<file path="src/rtl/seg_scan_ctrl.sv">
// Multiplexed 7-segment scan controller: shadow/active digit registers with
// frame-synchronous commit, ON/GAP scan FSM and registered segment/common drives.
module seg_scan_ctrl #(
  parameter int NUM_DIG = 8,
  parameter int ON_CYC  = 9000,
  parameter int GAP_CYC = 1000
) (
  input  logic       clk,
  input  logic       rst_n,
  input  logic       wr_en,
  input  logic [2:0] wr_addr,
  input  logic [3:0] wr_data,
  input  logic       wr_dp,
  input  logic       wr_blank,
  input  logic       commit,
  output logic       commit_ack,
  output logic [7:0] seg_d,
  output logic [7:0] seg_com,
  output logic       frame_done
);

  localparam int MAX_CYC = (ON_CYC > GAP_CYC) ? ON_CYC : GAP_CYC;
  localparam int CNT_W   = $clog2(MAX_CYC + 1);
  localparam logic [CNT_W-1:0] ON_LAST  = CNT_W'(ON_CYC - 1);
  localparam logic [CNT_W-1:0] GAP_LAST = CNT_W'(GAP_CYC - 1);
  localparam logic [2:0] IDX_LAST = 3'(NUM_DIG - 1);
  // Digit entry layout is {blank, dp, hex}; reset leaves every digit dark.
  localparam logic [5:0] ENTRY_RST = 6'b10_0000;

  typedef enum logic {ST_ON = 1'b0, ST_GAP = 1'b1} scan_state_t;

  scan_state_t      state_r;
  logic [CNT_W-1:0] cnt_r;
  logic [2:0]       idx_r;
  logic             pending_r;
  logic [5:0]       shadow_r [NUM_DIG];
  logic [5:0]       active_r [NUM_DIG];

  logic       on_done_s;
  logic       gap_done_s;
  logic       boundary_s;
  logic       copy_s;
  logic [5:0] cur_entry_s;
  logic [7:0] on_pattern_s;

  function automatic logic [6:0] hex_to_seg(input logic [3:0] hex);
    logic [6:0] seg;
    case (hex)
      4'h0: seg = 7'h3f;
      4'h1: seg = 7'h06;
      4'h2: seg = 7'h5b;
      4'h3: seg = 7'h4f;
      4'h4: seg = 7'h66;
      4'h5: seg = 7'h6d;
      4'h6: seg = 7'h7d;
      4'h7: seg = 7'h27;
      4'h8: seg = 7'h7f;
      4'h9: seg = 7'h6f;
      4'hA: seg = 7'h5f;
      4'hB: seg = 7'h7c;
      4'hC: seg = 7'h58;
      4'hD: seg = 7'h5e;
      4'hE: seg = 7'h7b;
      4'hF: seg = 7'h71;
      default: seg = 7'h00;
    endcase
    return seg;
  endfunction

  // Window-end detection, frame boundary and the pattern for the lit digit.
  always_comb begin
    on_done_s   = (cnt_r == ON_LAST);
    gap_done_s  = (cnt_r == GAP_LAST);
    boundary_s  = (state_r == ST_GAP) && gap_done_s && (idx_r == IDX_LAST);
    copy_s      = boundary_s && (pending_r || commit);
    cur_entry_s = active_r[idx_r];
    if (cur_entry_s[5]) begin
      on_pattern_s = 8'h00;
    end else begin
      on_pattern_s = {cur_entry_s[4], hex_to_seg(cur_entry_s[3:0])};
    end
  end

  // Shadow register file, written directly by the host.
  always_ff @(posedge clk or negedge rst_n) begin
    if (!rst_n) begin
      for (int i = 0; i < NUM_DIG; i++) shadow_r[i] <= ENTRY_RST;
    end else if (wr_en) begin
      shadow_r[wr_addr] <= {wr_blank, wr_dp, wr_data};
    end
  end

  // Scan FSM, commit handshake, active copy and registered display outputs.
  always_ff @(posedge clk or negedge rst_n) begin
    if (!rst_n) begin
      state_r    <= ST_ON;
      cnt_r      <= '0;
      idx_r      <= 3'd0;
      pending_r  <= 1'b0;
      commit_ack <= 1'b0;
      frame_done <= 1'b0;
      seg_com    <= 8'hFF;
      seg_d      <= 8'h00;
      for (int i = 0; i < NUM_DIG; i++) active_r[i] <= ENTRY_RST;
    end else begin
      commit_ack <= copy_s;
      frame_done <= boundary_s;
      // Non-blocking copy picks up the shadow as it was before any same-edge write.
      if (copy_s) begin
        for (int i = 0; i < NUM_DIG; i++) active_r[i] <= shadow_r[i];
        pending_r <= 1'b0;
      end else if (commit) begin
        pending_r <= 1'b1;
      end
      case (state_r)
        ST_ON: begin
          seg_com <= ~(8'h01 << idx_r);
          seg_d   <= on_pattern_s;
          if (on_done_s) begin
            state_r <= ST_GAP;
            cnt_r   <= '0;
          end else begin
            cnt_r <= cnt_r + 1'b1;
          end
        end
        ST_GAP: begin
          seg_com <= 8'hFF;
          seg_d   <= 8'h00;
          if (gap_done_s) begin
            state_r <= ST_ON;
            cnt_r   <= '0;
            idx_r   <= (idx_r == IDX_LAST) ? 3'd0 : idx_r + 3'd1;
          end else begin
            cnt_r <= cnt_r + 1'b1;
          end
        end
        default: begin
          state_r <= ST_ON;
          cnt_r   <= '0;
          idx_r   <= 3'd0;
          seg_com <= 8'hFF;
          seg_d   <= 8'h00;
        end
      endcase
    end
  end

endmodule

</file>
<file path="config.mk">
export PLATFORM = sky130hd
export DESIGN_NAME = seg_scan_ctrl
export DESIGN_NICKNAME = d
export VERILOG_FILES = /design/src/rtl/seg_scan_ctrl.sv
export SDC_FILE = /design/constraint.sdc
export NUM_CORES = 1
export LEC_CHECK = 0
export ABC_AREA = 1
export ABC_CLOCK_PERIOD_IN_PS = 2200
export CORE_MARGIN = 8
export CORE_UTILIZATION = 50
export CTS_CLUSTER_DIAMETER = 100
export DETAILED_ROUTE_END_ITERATION = 10
export PLACE_DENSITY = 0.68
export SLEW_MARGIN = 30
export SYNTH_ARGS = -nofsm -noshare
export SYNTH_HDL_FRONTEND = slang
export SYNTH_SLANG_ARGS = --single-unit
</file>
<file path="constraint.sdc">
create_clock -name clk -period 2.2 [get_ports clk]
set_input_delay 0.33 -clock clk [delete_from_list [all_inputs] [get_ports clk]]
set_output_delay 0.33 -clock clk [all_outputs]
set_load 0.01 [all_outputs]
</file>
### Word-level counts from Yosys, hierarchy flattened

Memories as Yosys holds them, arrays and structs flattened.
Index checks and enable logic that the tools add are counted.
W data, S select, Z words.

| word-level totals | value |
|---|---|
| flip-flop bits (word level) | 133 |
| bits in latches | 0 |
| bits in writable memories | 0 |
| ROM bits | 112 |
| bits of input ports | 13 |
| output and inout bits | 18 |
| word-level logic and storage cells | 63 |
| memories kept | 1 |

Memories:

| name | depth | width | rd ports | clocked after Yosys merged registers in | write ports | line | RTL |
|---|---|---|---|---|---|---|---|
| (no name shown) | 16 | 7 | 1 | 0 | 0 | 48 | `case (hex)` |

| operators by class | value |
|---|---|
| add/sub/neg operators | 2 |
| multipliers | 0 |
| divide/modulo/power cells | 0 |
| $lt $le $gt $ge | 3 |
| equal/unequal tests | 3 |
| shifts and indexed selects | 1 |
| muxes and demuxes | 18 |
| bitwise operators | 4 |
| reduce and logical (&&, ||, !) cells | 7 |

Operator list:

| cell | number |
|---|---|
| $bwmux W48 | 1 |
| $pmux W8 S2 | 2 |
| $mux W14 | 2 |
| $pmux W14 S2 | 1 |
| $bmux W6 S3 | 1 |
| $demux W6 S3 | 1 |
| $mux W6 | 3 |
| $add A14 B1 Y14 const B | 1 |
| $eq A14 B10 Y1 const B | 1 |
| $eq A14 B14 Y1 const B | 1 |
| $ge A4 B4 Y1 const B | 2 |
| $mux W8 | 1 |
| $not A3 Y4 | 2 |
| $not A8 Y8 | 1 |
| $shl A1 B3 Y8 const A | 1 |
| $logic_and A1 B1 Y1 | 4 |
| $lt A4 B1 Y1 const B | 1 |
| $mux W1 | 4 |
| $add A3 B1 Y3 const B | 1 |
| $eq A3 B3 Y1 const B | 1 |
| $mux W3 | 1 |
| $pmux W1 S2 | 1 |
| $reduce_and A2 Y1 | 1 |
| $reduce_bool A2 Y1 | 1 |
| 2 further kinds | 2 |

### Depth between registers and ports, before layout

An unclocked memory read counts as a cell.

| depth | value |
|---|---|
| depth in word-level cells | 7 |
| depth in mapped cells | 13 |
| depth with buffers taken out | 11 |

### Worst setup path after synthesis

Ideal clock, no wire load.

| timing path | value |
|---|---|
| path kind | register -> register |
| from | register idx_r[0] |
| to | register seg_d[3] |
| setup time | 0.120 ns |
| arrival time | 1.781 ns |
| required time | 2.080 ns |
| slack | 0.299 ns |
| stages on the path, launching flop included | 13 |
| path buffers | 2 |
| period minus slack after synthesis | 1.901 ns |
| cells stage by stage | dfrtp_1 -> buf_2 -> clkinv_1 -> buf_4 -> nand2_1 -> nand3_1 -> nand2_1 -> o21ai_0 -> ha_1 -> inv_1 -> nand3_1 -> o21ai_0 -> nor2_1 |

| on the way | value |
|---|---|
| longest elaborated chain between the ends | 7 |

RTL lines:

| what | line | RTL |
|---|---|---|
| start, declared | 34 | `logic [2:0] idx_r;` |
| start signal, assigned | 132 | `idx_r <= (idx_r == IDX_LAST) ? 3'd0 : idx_r + 3'd1;` |
| $not A3 Y4 (not written as such) (*) | 76 | `cur_entry_s = active_r[idx_r];` |
| $bmux W6 S3 (*) | 76 |  |
| $mux W6 (not written as such) (*) (2 in a row) | 76 |  |
| $mem_v2 Z16 W7 | -- |  |
| $mux W8 (*) | 77 | `if (cur_entry_s[5]) begin` |
| $pmux W8 S2 (*) | 115 | `case (state_r)` |
| end signal, assigned | 118 | `seg_d <= on_pattern_s;` |
| end, declared | 17 | `output logic [7:0] seg_d,` |

Every way passes the cells marked *; elsewhere a longest branch is shown, timed or not. The select of a mux whose other input is x is not followed.
A chain may end at the register's enable or synchronous reset.

### Worst setup path in the final report

| timing path | value |
|---|---|
| from | register idx_r[0] |
| to | register active_r[36] (netlist name) |

| on the way | value |
|---|---|
| longest elaborated chain between the ends | 3 |

RTL lines:

| what | line | RTL |
|---|---|---|
| $eq A3 B3 Y1 | 74 | `boundary_s = (state_r == ST_GAP) && gap_done_s && (idx_r == IDX_LAST);` |
| $logic_and A1 B1 Y1 | 74 |  |
| $logic_and A1 B1 Y1 | 75 | `copy_s = boundary_s && (pending_r \|\| commit);` |
| end, declared | 37 | `logic [5:0] active_r [NUM_DIG];` |

Every way passes these cells.

==> summary.txt <==
Outcome - finished, violations left
Failing checks - hold timing
Non-Filler Cell Area, Final - 6900 um^2
Final period util - 89.4%
Layout cells sized above 1 - 10.4%
Max-Cap Viols - 0
CTS H-tree lvls - 4
Fin cells - 873
Post-CTS Repair Setup Buffers - 0
Via count - 4,476
Max VDD drop - 677 uV
CP endpoint kind - flip-flop
Critical path class - flip-flop to flip-flop
Bufs and invs on worst path - 3
Vias per cell - 5.13
Netlist Area Pre-Place - 5860 um^2
TritonCTS Buffers - 17
HPWL after detailed placement - 8350 um
Number of distinct library cells after synthesis - 30
# DRC - 0
Core area - 11,400 um^2
Clk_lat worst skew - 0.42 ns
Slew Limit Headroom - 52.7%
RSZ-0062 raised after global routing - false
Worst-margin pin slew - 0.710 ns
Die width - 124 um
CP max-delay cell - dfrtp_1
Synth Warn # - 0
Post-synthesis instance total - 684
Critical path's most frequent cell - ha_1
Crit. path cell count - 8
FFs w/ async S/R, synth - 100%
Synth area leaders - dfrtp_1, nand2_1, dfstp_2
Hold Vio Cnt, Final - 7
Overflow after GRT - 0
Cell taking the most area after synthesis - dfrtp_1
Area after DPL - 6300 um^2
Fin crit period - 1.97 ns
Port Buffers - 30
Row count - 39
First-pass GRT wire length - 21,200 um
Final Net Count - 741
GPL Wtd Cong - 0.827
Placed cells - 841
Ant. Diodes - 0
Pre-antenna DRT Iters - 5
Die ar. - 15,400 um^2
Leakage - 3.37 nW
Post-CTS Resized - 0
Initial Utilization - 51.3%
Total track usage - 16.7%
Min-Delay Path Class - primary input to async pin
Worst setup SP type - flip-flop
Synth-to-layout area growth - 17.7%
Post-synth EDFFs - 0
CP required - 2.54 ns
Final Hold Slack - -0.00853 ns
Count leader, synth - nand2_1
Cell family with most CP delay - buffers and inverters
TritonCTS clock tree - built
Fin. max-slew vios - 0
Worst R2R Path Depth - 8
Cts hold-fix bufs - 0
Crit path max fanout - 63
Pin count of the biggest net entering global routing - 134
Worst-path cell chain - buf_4 > ha_1 > ha_1 > inv_1 > nor3_4 > buf_12 > nand2_1 > o21ai_0
Final setup fails - 0
Clock skew - 0.0121 ns
Die Y - 124 um
#FFs+latches synth - 133
Mapped Nets - 708
Root Driver - clkbuf_16
Number of global-route vias before repair - 4,423
Syn avg cell area - 8.57 um^2
Max clock buf depth - 2
Max Clk Rate - 509 MHz
Power Dens Cells - 859 nW/um^2
Worst endpoint data arrival time - 2.31 ns
Routed wire length - 12,400 um
Post-synth top flop - dfrtp_1
Share of the synthesized area in the top cell type - 46.5%
Wire length per cell - 14.2 um
Commonest cells in the synthesized netlist - nand2_1, dfrtp_1, o21ai_0
Io pins - 31
Antenna violations before repair - 0
Setup TNS - 0 ns
Clk pin slew, worst setup/hold paths - 0.06 ns
CTS Sinks - 133
DRT iter0 DRCs - 337
Slowest Stage Delay on Critical Path - 0.35 ns
Register area share after synthesis - 57.3%
DRT antenna net count - 0
==> cell families after synthesis <==
family	count (synthesis)	share of synthesized area, %
compound gates	99	8.80
xor+xnor	5	0.747
fa+ha+maj	11	2.35
buf+inv	93	6.90
flops	133	57.3
simple gates	343	23.9
==> cells in the final DEF, fill, tap and decap left out, types with 3 or more instances in the layout <==
cell and count:
a21oi_1 5, buf_12 3, buf_4 8, clkbuf_16 17, clkdlybuf4s50_1 29, clkinv_4 5
dfrtp_1 109, dfstp_2 24, ha_1 11, inv_1 65, inv_6 3, nand2_1 244
nand3_1 34, nand3b_1 3, nor2_1 42, nor3_1 10, o21ai_0 85, xor2_1 5
==> state kept, by name, summed over array words and instances, names as in the netlist <==
register / count
active_r: 48
cnt_r: 14
commit_ack: 1
frame_done: 1
idx_r: 3
pending_r: 1
seg_com: 8
seg_d: 8
shadow_r: 48
state_r: 1
==> where the power goes <==
| group | leakage [nW] | internal (mW) | switching (mW) |
|---|---|---|---|
| Clock | 0.294 | 1.74 | 1.08 |
| Sequential | 1.63 | 2.66 | 0.0962 |
| Combinational | 1.45 | 0.131 | 0.214 |
==> final timing paths <==
path | start | endpoint | slack [ns]
max | idx_r[0] | active_r[36] | 0.23
min | rst_n | cnt_r[3] | -0.009
max in group asynchronous | rst_n | active_r[18] | 1.65
min in group clk | shadow_r[41] | active_r[41] | 0.46
min reg2reg | shadow_r[41] | active_r[41] | 0.46
max reg2reg | idx_r[0] | active_r[36] | 0.23
==> routing by layer <==
| layer | vias to the layer above | GRT usage, % | part of all wire [%] |
|---|---|---|---|
| met1 | 2142 | 22.3 | 49 |
| met5 | - | 0 | 0 |
| met4 | 0 | 7.58 | 2.5 |
| li1 | 2216 | - | - |
| met2 | 96 | 24.7 | 44 |
| met3 | 22 | 4.51 | 4.2 |
==> cell type report <==
cell class | instances | area [um^2]
Fill cell | 1012 | 4520
Sequential cell | 133 | 3360
Multi-Input combinational cell | 458 | 2100
Clock buffer | 19 | 453
Timing Repair Buffer | 40 | 410
Inverter | 67 | 251
Tap cell | 143 | 179
Clock inverter | 13 | 148
==> through the flow <==
step / util, % / setup slack [ns] / power [mW] / hold WS [ns]
after detailed placement: 55.2 / 0.206 / 3.14 / 0.452
after floorplan: - / 0.299 / 2.97 / 0.0344
final: 60.4 / 0.234 / 5.93 / -0.00853
after global routing: 60.4 / 0.0490 / 6.14 / 0.0675
after global placement: 55.2 / 0.299 / 3.12 / 0.444
after CTS: 60.4 / 0.196 / 5.97 / 0.0587
No activity file was read; power rests on OpenSTA's default activity.
